**config.mk**
```make
export PLATFORM = sky130hd
export DESIGN_NAME = clock_time_set_controller
export DESIGN_NICKNAME = d
export VERILOG_FILES = /design/src/rtl/clock_time_set_controller.sv
export SDC_FILE = /design/constraint.sdc
export NUM_CORES = 1
export LEC_CHECK = 0
export CAP_MARGIN = 0
export CORE_UTILIZATION = 50
export CTS_CLUSTER_DIAMETER = 100
export CTS_CLUSTER_SIZE = 40
export DETAILED_ROUTE_END_ITERATION = 12
export PLACE_DENSITY = 0.79
export SLEW_MARGIN = 20
export SYNTH_ARGS = -nofsm -noshare
export SYNTH_HDL_FRONTEND = slang
export SYNTH_SLANG_ARGS = --single-unit
```
**constraint.sdc**
```tcl
create_clock -name clk -period 5.2 [get_ports clk]
set_input_delay 1.04 -clock clk [delete_from_list [all_inputs] [get_ports clk]]
set_output_delay 1.04 -clock clk [all_outputs]
set_load 0.03 [all_outputs]
```
**src/rtl/clock_time_set_controller.sv**
```systemverilog
// Manual time-set sequencer: walks hour -> min -> sec on a shadow copy of the
// live time, blinks the field being edited, and pulses a one-cycle load on confirm.
module clock_time_set_controller #(
    parameter int BLINK_HALF = 50_000_000,
    parameter int TIMEOUT    = 1_000_000_000
) (
    input  logic       clk,
    input  logic       rst,
    input  logic       btn_mode,
    input  logic       btn_up,
    input  logic       btn_down,
    input  logic [4:0] cur_hour,
    input  logic [5:0] cur_min,
    input  logic [5:0] cur_sec,
    output logic [4:0] o_disp_hour,
    output logic [5:0] o_disp_min,
    output logic [5:0] o_disp_sec,
    output logic       o_blank_hour,
    output logic       o_blank_min,
    output logic       o_blank_sec,
    output logic [4:0] o_set_hour,
    output logic [5:0] o_set_min,
    output logic [5:0] o_set_sec,
    output logic       o_load,
    output logic       o_editing
);
    localparam int BW = (BLINK_HALF > 1) ? $clog2(BLINK_HALF) : 1;
    localparam int TW = (TIMEOUT > 1) ? $clog2(TIMEOUT) : 1;
    localparam logic [BW-1:0] BL_LAST = BW'(BLINK_HALF - 1);
    localparam logic [TW-1:0] TO_LAST = TW'(TIMEOUT - 1);

    typedef enum logic [2:0] {IDLE, EDIT_HOUR, EDIT_MIN, EDIT_SEC, COMMIT} state_t;

    state_t          state_q, state_d;
    logic [4:0]      hour_q, hour_d, set_hour_q, set_hour_d;
    logic [5:0]      min_q, min_d, set_min_q, set_min_d;
    logic [5:0]      sec_q, sec_d, set_sec_q, set_sec_d;
    logic [BW-1:0]   blink_cnt_q, blink_cnt_d;
    logic [TW-1:0]   to_cnt_q, to_cnt_d;
    logic            phase_q, phase_d;
    logic            blank_hour_q, blank_min_q, blank_sec_q;
    logic            load_q, editing_q;
    logic            btn_any, adj;

    function automatic logic is_edit(input state_t s);
        return (s == EDIT_HOUR) || (s == EDIT_MIN) || (s == EDIT_SEC);
    endfunction

    function automatic logic [4:0] step_hour(input logic [4:0] v, input logic up);
        if (up) return (v >= 5'd23) ? 5'd0 : v + 5'd1;
        return (v == 5'd0) ? 5'd23 : v - 5'd1;
    endfunction

    function automatic logic [5:0] step_60(input logic [5:0] v, input logic up);
        if (up) return (v >= 6'd59) ? 6'd0 : v + 6'd1;
        return (v == 6'd0) ? 6'd59 : v - 6'd1;
    endfunction

    assign btn_any = btn_mode | btn_up | btn_down;
    assign adj     = btn_up ^ btn_down;

    always_comb begin
        state_d    = state_q;
        hour_d     = hour_q;
        min_d      = min_q;
        sec_d      = sec_q;
        set_hour_d = set_hour_q;
        set_min_d  = set_min_q;
        set_sec_d  = set_sec_q;
        unique case (state_q)
            IDLE: if (btn_mode) begin
                state_d = EDIT_HOUR;
                hour_d  = (cur_hour > 5'd23) ? 5'd23 : cur_hour;
                min_d   = (cur_min  > 6'd59) ? 6'd59 : cur_min;
                sec_d   = (cur_sec  > 6'd59) ? 6'd59 : cur_sec;
            end
            EDIT_HOUR, EDIT_MIN, EDIT_SEC: begin
                if (btn_mode) begin
                    state_d = (state_q == EDIT_HOUR) ? EDIT_MIN :
                              (state_q == EDIT_MIN)  ? EDIT_SEC : COMMIT;
                end else if (adj) begin
                    if (state_q == EDIT_HOUR)     hour_d = step_hour(hour_q, btn_up);
                    else if (state_q == EDIT_MIN) min_d  = step_60(min_q, btn_up);
                    else                          sec_d  = step_60(sec_q, btn_up);
                end else if (!btn_any && to_cnt_q == TO_LAST) begin
                    // Abandoned edit: drop the shadows, never load.
                    state_d = IDLE;
                    hour_d  = '0;
                    min_d   = '0;
                    sec_d   = '0;
                end
            end
            COMMIT:  state_d = IDLE;
            default: state_d = IDLE;
        endcase

        if (state_d == COMMIT) begin
            set_hour_d = hour_q;
            set_min_d  = min_q;
            set_sec_d  = sec_q;
        end

        to_cnt_d = (is_edit(state_q) && is_edit(state_d) && !btn_any) ? to_cnt_q + 1'b1 : '0;

        // Blink restarts visible on field entry and on every adjustment.
        blink_cnt_d = '0;
        phase_d     = 1'b0;
        if (is_edit(state_d) && state_d == state_q && !(btn_up | btn_down)) begin
            if (blink_cnt_q == BL_LAST) begin
                phase_d = ~phase_q;
            end else begin
                blink_cnt_d = blink_cnt_q + 1'b1;
                phase_d     = phase_q;
            end
        end
    end

    always_ff @(posedge clk or posedge rst) begin
        if (rst) begin
            state_q      <= IDLE;
            hour_q       <= '0;
            min_q        <= '0;
            sec_q        <= '0;
            set_hour_q   <= '0;
            set_min_q    <= '0;
            set_sec_q    <= '0;
            blink_cnt_q  <= '0;
            to_cnt_q     <= '0;
            phase_q      <= 1'b0;
            blank_hour_q <= 1'b0;
            blank_min_q  <= 1'b0;
            blank_sec_q  <= 1'b0;
            load_q       <= 1'b0;
            editing_q    <= 1'b0;
        end else begin
            state_q      <= state_d;
            hour_q       <= hour_d;
            min_q        <= min_d;
            sec_q        <= sec_d;
            set_hour_q   <= set_hour_d;
            set_min_q    <= set_min_d;
            set_sec_q    <= set_sec_d;
            blink_cnt_q  <= blink_cnt_d;
            to_cnt_q     <= to_cnt_d;
            phase_q      <= phase_d;
            blank_hour_q <= (state_d == EDIT_HOUR) && phase_d;
            blank_min_q  <= (state_d == EDIT_MIN)  && phase_d;
            blank_sec_q  <= (state_d == EDIT_SEC)  && phase_d;
            load_q       <= (state_d == COMMIT);
            editing_q    <= is_edit(state_d);
        end
    end

    assign o_disp_hour  = (state_q == IDLE) ? cur_hour : hour_q;
    assign o_disp_min   = (state_q == IDLE) ? cur_min  : min_q;
    assign o_disp_sec   = (state_q == IDLE) ? cur_sec  : sec_q;
    assign o_blank_hour = blank_hour_q;
    assign o_blank_min  = blank_min_q;
    assign o_blank_sec  = blank_sec_q;
    assign o_set_hour   = set_hour_q;
    assign o_set_min    = set_min_q;
    assign o_set_sec    = set_sec_q;
    assign o_load       = load_q;
    assign o_editing    = editing_q;
endmodule

```
## Word level (Yosys, flattened, before mapping)

Index checks and enable logic that the tools add are counted.
W data, S select, Z words.

- Magnitude comparators: 6
- Divide/modulo/power cells: 0
- Shift operators: 0
- Reduce and logical (&&, ||, !) cells: 23
- Multiplexer cells: 64
- Equal/unequal tests: 17
- Multipliers: 0
- Bitwise gates (word level): 5
- Add/subtract/negate cells: 8

Operators by type and width:

| operator | number |
|---|---|
| $mux W6 | 23 |
| $mux W5 | 11 |
| $mux W26 | 2 |
| $add A30 B1 Y30 const B | 1 |
| $eq A30 B30 Y1 const B | 1 |
| $mux W30 | 1 |
| $add A26 B1 Y26 const B | 1 |
| $eq A26 B26 Y1 const B | 1 |
| $pmux W6 S2 | 2 |
| $mux W3 | 6 |
| $mux W1 | 17 |
| $ne A3 B3 Y1 const B | 5 |
| $add A6 B1 Y6 const B | 2 |
| $eq A3 B2 Y1 const B | 4 |
| $ge A6 B6 Y1 const B | 2 |
| $gt A6 B6 Y1 const B | 2 |
| $logic_not A6 Y1 | 2 |
| $reduce_and A6 Y1 | 2 |
| $sub A6 B1 Y6 const B | 2 |
| $pmux W5 S2 | 1 |
| $logic_and A1 B1 Y1 | 8 |
| $eq A3 B1 Y1 const B | 2 |
| $pmux W3 S2 | 1 |
| $add A5 B1 Y5 const B | 1 |
| other kinds (16) | 23 |

- Bits in latches: 0
- Register bits: 99
- Memories: 0
- Output and inout port bits: 39
- ROM bits: 0
- Memory bits (writable): 0

## Longest topological paths before layout

Gate-level depths: netlist of run 1.

- Word-level depth: 15
- Mapped depth: 8

## Worst setup path after synthesis of run 1

OpenSTA, ideal clock, no wires.

- Path kind: reg-to-output
- Start: register state_q[0]
- End: output port o_disp_sec[2]
- Stages on the path, launching flop included: 5
- Slack: 2.366 ns
- Buffers on the path: 1
- Arrival: 1.794 ns
- Cells stage by stage: dfrtp_1 -> or2_2 -> nor2_1 -> clkbuf_1 -> mux2_2

- Cells in the longest elaborated chain, start to end: 2

Ends and longest elaborated chain:

| element | RTL line | RTL |
|---|---|---|
| start: declaration | 34 | `state_t state_q, state_d;` |
| start signal: assignment | 136 | `state_q <= state_d;` |
| $logic_not A3 Y1 | 156 | `assign o_disp_sec = (state_q == IDLE) ? cur_sec : sec_q;` |
| $mux W6 | 156 |  |
| end: declaration | 17 | `output logic [5:0] o_disp_sec,` |

No other way between the ends.

## Worst setup path in the final report of run 1

- Start: register state_q[0]
- End: output port o_disp_hour[4]

- Cells in the longest elaborated chain, start to end: 2

Ends and longest elaborated chain:

| element | RTL line | RTL |
|---|---|---|
| $logic_not A3 Y1 | 154 | `assign o_disp_hour = (state_q == IDLE) ? cur_hour : hour_q;` |
| $mux W5 | 154 |  |
| end: declaration | 15 | `output logic [4:0] o_disp_hour,` |

No other way between the ends.

==> results of run 1 <==
[area by class of cell]
class / instances / area share
multi-input combinational: 485 / 0.4530
clock inverter: 2 / 0.002056
sequential: 99 / 0.3700
timing repair buffer: 66 / 0.09643
tap: 140 / 0.02616
clock buffer: 12 / 0.03682
inverter: 27 / 0.01551
[final timing paths]
path                              endpoint  slack, ps  cells after the start
setup / recovery            o_disp_hour[4]       1550                      5
hold / removal                 to_cnt_q[0]        480                      1
setup reg to reg           blink_cnt_q[17]       2000                      5
hold reg to reg                to_cnt_q[0]        480                      1
max in group asynchronous     to_cnt_q[16]       3020                      3
min in group asynchronous           o_load       1130                      2
[state kept, by name (all words and copies together) (netlist names), 3 cells and up]
signal and count:
o_set_hour 5, state_q 3, o_set_min 6, min_q 6, o_set_sec 6, sec_q 6
to_cnt_q 30, blink_cnt_q 26, hour_q 5
[metal layers]
metal  wire length (µm)  up-vias  share of wire
met2               6623      132           0.48
met3                637       20          0.046
li1                   -     2344              -
met5                  0        -              0
met4                189        0          0.014
met1               6341     2379           0.46
[critical path: cells and delay by family, from the launching register on]
family        cells  cell delay [ps]
simple gates      2              480
flops             1              490
buf+inv           2              890
mux               1              380
[power by group through the flow]
stage / Sequential, mW / Combinational (mW) / Clock [mW]
floorplan: 1.13 / 0.973 / 0
global placement: 1.10 / 1.49 / 0
detailed placement: 1.10 / 1.51 / 0
CTS: 1.09 / 1.52 / 0.624
global route: 1.12 / 1.64 / 0.652
finish: 1.10 / 1.53 / 0.609
[synthesized netlist by cell type, types with 15 or more instances]
cell type  instances  area [µm²]
nand3_1           30       150.1
inv_1             26       97.59
clkbuf_1          24       90.09
nand4_1           17       106.4
nor3_1            18       90.09
mux2_2            18       202.7
a21oi_1           16       80.08
o21ai_0           38       190.2
xnor2_1           29       254.0
nor4_1            15       93.84
dfrtp_1           99        2477
nor2_1            78       292.8
nand2_1           75       281.5
xor2_1            31       271.5
[through the flow]
stage          worst slack, ps  total power, mW  hold WS [ps]  cells  area [µm²]
2_1_floorplan             1570            2.100         454.9    644        5749
3_3_place_gp              1339            2.593         461.9    817        6435
3_5_place_dp              1216            2.616         470.0    817        6435
4_1_cts                   1565            3.242         484.5    831        6695
5_1_grt                   1295            3.419         497.0    831        6695
6_report                  1554            3.236         482.1    831        6695
[cells by family (layout without fill, tap and decap cells)]
kind of cell             count (synthesis)  count (layout)  synth area share
AND/OR/NAND/NOR                        290             290            0.2498
adder cells (fa/ha/maj)                 11              11           0.02394
AO/OA/AOI/OAI                          102             102            0.1180
XOR/XNOR                                60              60           0.09140
multiplexers                            22              22           0.04440
buffers and inverters                   60             107           0.04157
flip-flops                              99              99            0.4309
==> impl_metrics.json, run 1 <==
{
  "arrival_ps": 2610,
  "synth-seq-cells": 99,
  "initial_utilization": 0.5212,
  "p_int_mw": 1.877,
  "dp_hpwl_um": 9683,
  "cts_buffers": 9,
  "grt_overflow_total": 0,
  "finalMaxSlewViolations": 0,
  "layout_min_cycle_time_ps": 3646,
  "maxClockFrequency_ghz": 0.2743,
  "dieArea_um2": 11930,
  "fill_cells": 935,
  "setup.worst_path.end_class": "output port",
  "tns_ps": 0,
  "clock_path_buffers": 2,
  "required_ps": 4160,
  "hold_viol": 0,
  "rr_startpoint": "to_cnt_q[18]",
  "wl_per_cell_um": 16.60,
  "grt.busiest_layer": "met2",
  "synth_fp_nets": 677,
  "powerDensity_nw_per_um2": 483.4,
  "worstMarginPinSlew_ps": 911.8,
  "cts_root_buffer": "clkbuf_16",
  "ir_drop_v": 0.0003893,
  "n_antenna_cell": 0,
  "num_io_pins": 61,
  "grt_use_met3": 0.05678,
  "portBuffers": 60,
  "power_frac_clock": 0.188,
  "pwr-share-comb": 0.472,
  "cts_sinks": 99,
  "hp-class": "reg2reg",
  "vias": 4875,
  "relSlewSlack": 0.3909,
  "synth_area_per_cell_um2": 8.927,
  "cpPeakStageDelay_ps": 600,
  "ctsHoldBuffers": 0,
  "route.detailed.drc": 0,
  "drt-vias-per-instance": 5.866,
  "crit_path_cell_trace": "or2_2, nor2_1, buf_4, mux2_2, clkdlybuf4s50_1",
  "synth_cells": 644,
  "grt_pass1_wl_um": 22890,
  "startpoint_type": "flip-flop",
  "ys_warn_count": 0,
  "p_sw_frac": 0.4201,
  "crit_path_max_fanout": 26,
  "drv_cap": 0,
  "finalCritPeriodShare": 0.7011,
  "hold_start": "to_cnt_q[0]",
  "area_delta_synth_final_pct": 16.45,
  "synth_flop_cell": "dfrtp_1",
  "antenna_found_initial": 0,
  "grt_max_degree": 55,
  "p_leak_nw": 2.726,
  "drive_gt1_frac": 0.07670,
  "drt_first_pass_iters": 7,
  "critical_path.slowest_cell": "clkdlybuf4s50_1",
  "rows": 38,
  "switchingPower_mw": 1.360,
  "grtUsageMet2": 0.4043,
  "status": "complete, no violations",
  "final_common_cell": "dfrtp_1",
  "synth_area_um2": 5749,
  "power_frac_seq": 0.339,
  "clock_latency_ps": 360,
  "die_y_um": 109.2,
  "drtAntennaViolNets": 0,
  "setup_viol": 0,
  "rsz0062_at_grt": "false",
  "globalplace.congestion": 0.9070,
  "postCtsSetupBuffers": 0,
  "use_met1": 0.3305,
  "synthArstFlopShare": 1.000,
  "htreeDepth": 3,
  "ys_types": 65,
  "first_global_vias": 4685,
  "final_cell_mix": "99 x dfrtp_1, 78 x nor2_1, 75 x nand2_1",
  "synth_edf_count": 0,
  "drt_iter0_drc": 487,
  "grt.total_usage": 0.2499,
  "utilization": 0.6070,
  "cts_resized": 0,
  "multi_input_comb_area_um2": 3033,
  "crit_type": "reg2out",
  "cts_tree": "done",
  "yosysSeqAreaShare": 0.4309,
  "crit_start": "state_q[0]",
  "nNetsFinal": 721,
  "core_um2": 11030,
  "wl_um": 13790,
  "regArea_um2": 2477,
  "path_clk_slew_ps": 70,
  "die_w_um": 109.2,
  "fin_worst_skew_ps": 14.35
}
Note: power is estimated with default switching activity, not from simulation.
==> run 2: changes to the inputs <==
==> constraint.sdc (replaced) <==
create_clock -name clk -period 3.7 [get_ports clk]
set_input_delay 0.74 -clock clk [delete_from_list [all_inputs] [get_ports clk]]
set_output_delay 0.74 -clock clk [all_outputs]
set_load 0.03 [all_outputs]
==> run 2 against run 1 <==
  * Non-clock buffer count is 2 higher
  * Highest routed layer unchanged
  * Sequential cell count stayed put
  * Worst hold slack worse by 5.4 ps
  * First-iteration DRC count is 27% lower
  * Critical path depth stayed put
  * Global-route usage is 0.48 points higher
  * Largest cell class unchanged
  * Routed wire length is 0.49% higher
==> impl_metrics.json, run 2 (synthesis gave the netlist of run 1 again) <==
{
  "crit_buf_inv": 2,
  "fin_ws_ps": 386.8,
  "clock_latency_ps": 360,
  "relSlewSlack": 0.2871,
  "ctsHoldBuffers": 0,
  "grt_overflow_total": 0,
  "r2r_cells": 5,
  "pre_cts_ws_ps": 385.1,
  "area_delta_synth_final_pct": 18.22,
  "status": "complete, no violations",
  "wl_met1_um": 6364,
  "vias": 4933,
  "n_antenna_cell": 0,
  "first_global_vias": 4775,
  "setup.worst_path.end_class": "output port",
  "cts_root_buffer": "clkbuf_16",
  "drt_iter0_drc": 355,
  "min_to": "o_set_min[4]",
  "startpoint_type": "flip-flop",
  "arrival_ps": 2570,
  "crit_path_max_fanout": 26,
  "route.detailed.drc": 0,
  "top_layer_used": "met4",
  "setup_viol": 0,
  "initial_utilization": 0.5212,
  "hp-class": "reg2reg",
  "tns_ps": 0,
  "wl_per_cell_um": 16.60,
  "regArea_um2": 2477,
  "p_leak_nw": 2.768,
  "drtAntennaViolNets": 0,
  "reg_top3": "to_cnt_q x30, blink_cnt_q x26",
  "ir_drop_v": 0.0005513,
  "drt_first_pass_iters": 6,
  "postCtsSetupBuffers": 0,
  "nNetsFinal": 723,
  "wl_met2_um": 6677,
  "layout_min_cycle_time_ps": 3313,
  "final_cell_mix": "99 x dfrtp_1, 78 x nor2_1, 75 x nand2_1",
  "grt_max_degree": 57,
  "reg2reg_to": "sec_q[5]",
  "rsz0062_at_grt": "false",
  "powerDensity_nw_per_um2": 698.9,
  "crit_path_cell_trace": "or2_2, nor2_1, buf_4, mux2_2, clkdlybuf4s50_1",
  "hold_viol": 0,
  "num_io_pins": 61,
  "critical_path.slowest_cell": "clkdlybuf4s50_1",
  "maxClockFrequency_ghz": 0.3018,
  "dieArea_um2": 11930,
  "worstMarginPinSlew_ps": 1067,
  "clock_path_buffers": 2,
  "dp_hpwl_um": 9947,
  "reg2reg_slack_ps": 730,
  "cts_resized": 0,
  "multi_input_comb_area_um2": 3033,
  "fill_cells": 950,
  "cts_buffers": 9,
  "grt.total_usage": 0.2547,
  "holdPathStages": 2,
  "portBuffers": 60,
  "drv_cap": 0,
  "largest_reg_flops": 30,
  "die_y_um": 109.2,
  "htreeDepth": 3,
  "cts_sinks": 99,
  "wl_met3_um": 611,
  "rr_startpoint": "to_cnt_q[18]",
  "fin_worst_skew_ps": 11.38,
  "globalplace.congestion": 0.8879,
  "total_power_mw": 4.750,
  "finalCritPeriodShare": 0.8954,
  "rows": 38,
  "core_um2": 11030,
  "required_ps": 2960,
  "final_common_cell": "dfrtp_1",
  "antenna_found_initial": 0,
  "cp_top_family": "buffers and inverters",
  "regMostFlops": "to_cnt_q",
  "finalMaxSlewViolations": 0,
  "cts_tree": "done",
  "grt_pass1_wl_um": 23250,
  "hold_start": "o_set_min[4]",
  "die_w_um": 109.2,
  "crit_type": "reg2out",
  "drive_gt1_frac": 0.08489,
  "drt-vias-per-instance": 5.908,
  "cpPeakStageDelay_ps": 600,
  "path_clk_slew_ps": 70,
  "wl_um": 13860
}
run 2: cell types whose count changed in the layout (fill, tap and decap cells not counted), sizes merged:
| cell | delta |
|---|---|
| clkbuf | -2 |
| buf | +2 |
| clkinvlp | +2 |
| bufinv | +2 |
| inv | +2 |
| clkinv | -2 |
run 2: area by class of cell:
cell class / count / share of cell area
Timing Repair Buffer: 68 / 0.09904
Tap cell: 140 / 0.02577
Inverter: 27 / 0.01528
Clock buffer: 10 / 0.03516
Multi-Input combinational cell: 485 / 0.4462
Clock inverter: 6 / 0.01399
Sequential cell: 99 / 0.3645
run 2: routing by layer:
metal / vias to the layer above / global-route usage
li1: 2350 / -
met1: 2446 / 0.3407
met2: 122 / 0.4061
met3: 15 / 0.06276
met4: 0 / 0.08190
met5: - / 0
run 2: how the worst max path moves through the flow:
stage	start	end	slack, ps	cells past startpoint
2_1_floorplan	rst	blink_cnt_q[0]	370	1
3_3_place_gp	btn_mode	sec_q[5]	510	6
3_5_place_dp	btn_mode	sec_q[5]	390	6
4_1_cts	state_q[0]	o_disp_hour[4]	370	5
5_1_grt	state_q[0]	o_disp_hour[2]	240	5
6_report	state_q[0]	o_disp_hour[4]	390	5
run 2: worst reg2reg max path, delay by kind of cell (launching register included):
kind             cells  cell delay (ps)
multiplexers         1              390
flip-flops           1              490
AO/OA/AOI/OAI        1              390
AND/OR/NAND/NOR      3             1590
run 2: report_power, final:
| group | internal [mW] | switching, mW | leakage [nW] |
|---|---|---|---|
| Clock | 0.618 | 0.425 | 0.157 |
| Sequential | 1.27 | 0.284 | 1.33 |
| Combinational | 0.904 | 1.25 | 1.28 |
run 2: per-stage QoR:
step	std cells	hold WS [ps]	area, µm²	utilization
6_report	835	476.8	6797	0.6162
5_1_grt	835	503.4	6797	0.6162
4_1_cts	835	480.1	6797	0.6162
3_5_place_dp	819	466.0	6462	0.5859
3_3_place_gp	819	462.9	6462	0.5859
2_1_floorplan	644	454.9	5749	-
==> run 3: changes to the inputs <==
--- a/config.mk
+++ b/config.mk
@@ -6,11 +6,13 @@
 export NUM_CORES = 1
 export LEC_CHECK = 0
 export CAP_MARGIN = 0
-export CORE_UTILIZATION = 50
+export CELL_PAD_IN_SITES_DETAIL_PLACEMENT = 1
+export CELL_PAD_IN_SITES_GLOBAL_PLACEMENT = 2
+export CORE_UTILIZATION = 35
 export CTS_CLUSTER_DIAMETER = 100
 export CTS_CLUSTER_SIZE = 40
 export DETAILED_ROUTE_END_ITERATION = 12
-export PLACE_DENSITY = 0.79
+export PLACE_DENSITY = 0.87
 export SLEW_MARGIN = 20
 export SYNTH_ARGS = -nofsm -noshare
 export SYNTH_HDL_FRONTEND = slang
==> run 3 against run 2 <==
  * Critical path depth unchanged
  * Count of clock-buffer cells in the layout is 1 lower
  * Worst setup slack got worse by 56 ps
  * Highest routed layer unchanged
==> impl_metrics.json, run 3 (synthesis gave the netlist of run 1 again) <==
{
  "status": "complete, no violations",
  "setup.worst_path.end_class": "output port",
  "n_antenna_cell": 0,
  "powerDensity_nw_per_um2": 688.5,
  "globalplace.congestion": 0.8213,
  "drive_gt1_frac": 0.08908,
  "crit_type": "reg2out",
  "reg_top3": "to_cnt_q x30, blink_cnt_q x26",
  "ir_drop_v": 0.0002350,
  "worstMarginPinSlew_ps": 1041,
  "ctsHoldBuffers": 0,
  "drt_first_pass_iters": 4,
  "cts_resized": 0,
  "initial_utilization": 0.3606,
  "dieArea_um2": 16940,
  "die_y_um": 130.2,
  "dp_cells": 896,
  "path_clk_slew_ps": 70,
  "grt_pass1_wl_um": 27500,
  "arrival_ps": 2630,
  "hp-class": "reg2reg",
  "num_io_pins": 61,
  "cts_sinks": 99,
  "p_leak_nw": 2.769,
  "wl_per_cell_um": 18.14,
  "drt-vias-per-instance": 5.372,
  "cts_buffers": 9,
  "total_power_mw": 4.729,
  "drtAntennaViolNets": 0,
  "antenna_found_initial": 0,
  "hold_ws_ps": 485.7,
  "nNetsFinal": 724,
  "die_w_um": 130.2,
  "htreeDepth": 3,
  "fin_worst_skew_ps": 6.443,
  "first_global_vias": 5200,
  "layout_min_cycle_time_ps": 3369,
  "postCtsSetupBuffers": 0,
  "drt_iter0_drc": 223,
  "startpoint_type": "flip-flop",
  "cts_tree": "done",
  "tns_ps": 0,
  "drv_cap": 0,
  "reg2reg_slack_ps": 690,
  "largest_reg_flops": 30,
  "wl_um": 16540,
  "fin_ws_ps": 330.7,
  "setup_viol": 0,
  "hold_viol": 0,
  "area_delta_synth_final_pct": 19.46,
  "crit_path_max_fanout": 26,
  "pre_cts_ws_ps": 407.1,
  "rows": 46,
  "utilization": 0.4308,
  "placed_area_um2": 6585,
  "final_cell_mix": "99 x dfrtp_1, 78 x nor2_1, 75 x nand2_1",
  "final_common_cell": "dfrtp_1",
  "clock_latency_ps": 350,
  "dp_hpwl_um": 12090,
  "rsz0062_at_grt": "false",
  "vias": 4899,
  "grt_max_degree": 58,
  "relSlewSlack": 0.3045,
  "finalCritPeriodShare": 0.9106,
  "portBuffers": 60,
  "grt_overflow_total": 0,
  "maxClockFrequency_ghz": 0.2968,
  "finalMaxSlewViolations": 0,
  "regMostFlops": "to_cnt_q",
  "required_ps": 2960,
  "cts_root_buffer": "clkbuf_16",
  "grt.total_usage": 0.2094,
  "final_cell_area_um2": 6868,
  "core_um2": 15940,
  "route.detailed.drc": 0,
  "stdcell_count": 912,
  "clock_path_buffers": 2
}
[run 3: area by class of cell]
type                       count  area, µm²
clock buffer                   9      225.2
fill                        1870       9075
multi-input combinational    485       3033
inverter                      27      103.9
sequential                    99       2477
timing repair buffer          69      700.7
clock inverter                 7      57.56
tap                          216      270.3
[run 3: power by group]
group          total [mW]  internal [mW]  switching (mW)
combinational        2.24          0.933            1.31
clock               0.924          0.469           0.455
sequential           1.56           1.27           0.292
total                4.73           2.67            2.06
[run 3: layer usage]
layer | track usage | vias up | routed length, µm
li1 | - | 2349 | -
met1 | 0.2797 | 2497 | 7815
met2 | 0.3542 | 42 | 8224
met3 | 0.02747 | 11 | 333
met4 | 0.05951 | 0 | 172
met5 | 0 | - | 0
[run 3: path summary, 6_finish.rpt]
kind                                    from         endpoint  cells past startpoint
worst max register to register  to_cnt_q[18]         sec_q[2]                      5
worst min-delay path            o_set_sec[5]     o_set_sec[5]                      2
worst max-delay path              state_q[0]    o_disp_min[4]                      5
worst min register to register  o_set_sec[5]     o_set_sec[5]                      2
max in group asynchronous                rst     o_set_sec[4]                      3
min in group asynchronous                rst  blink_cnt_q[21]                      2
[run 3: worst max-delay path: stages (launching register included)]
cell             delay (ps)
dfrtp_1                 500
or2_2                   380
nor2_1                  100
buf_4                   300
mux2_2                  380
clkdlybuf4s50_1         610
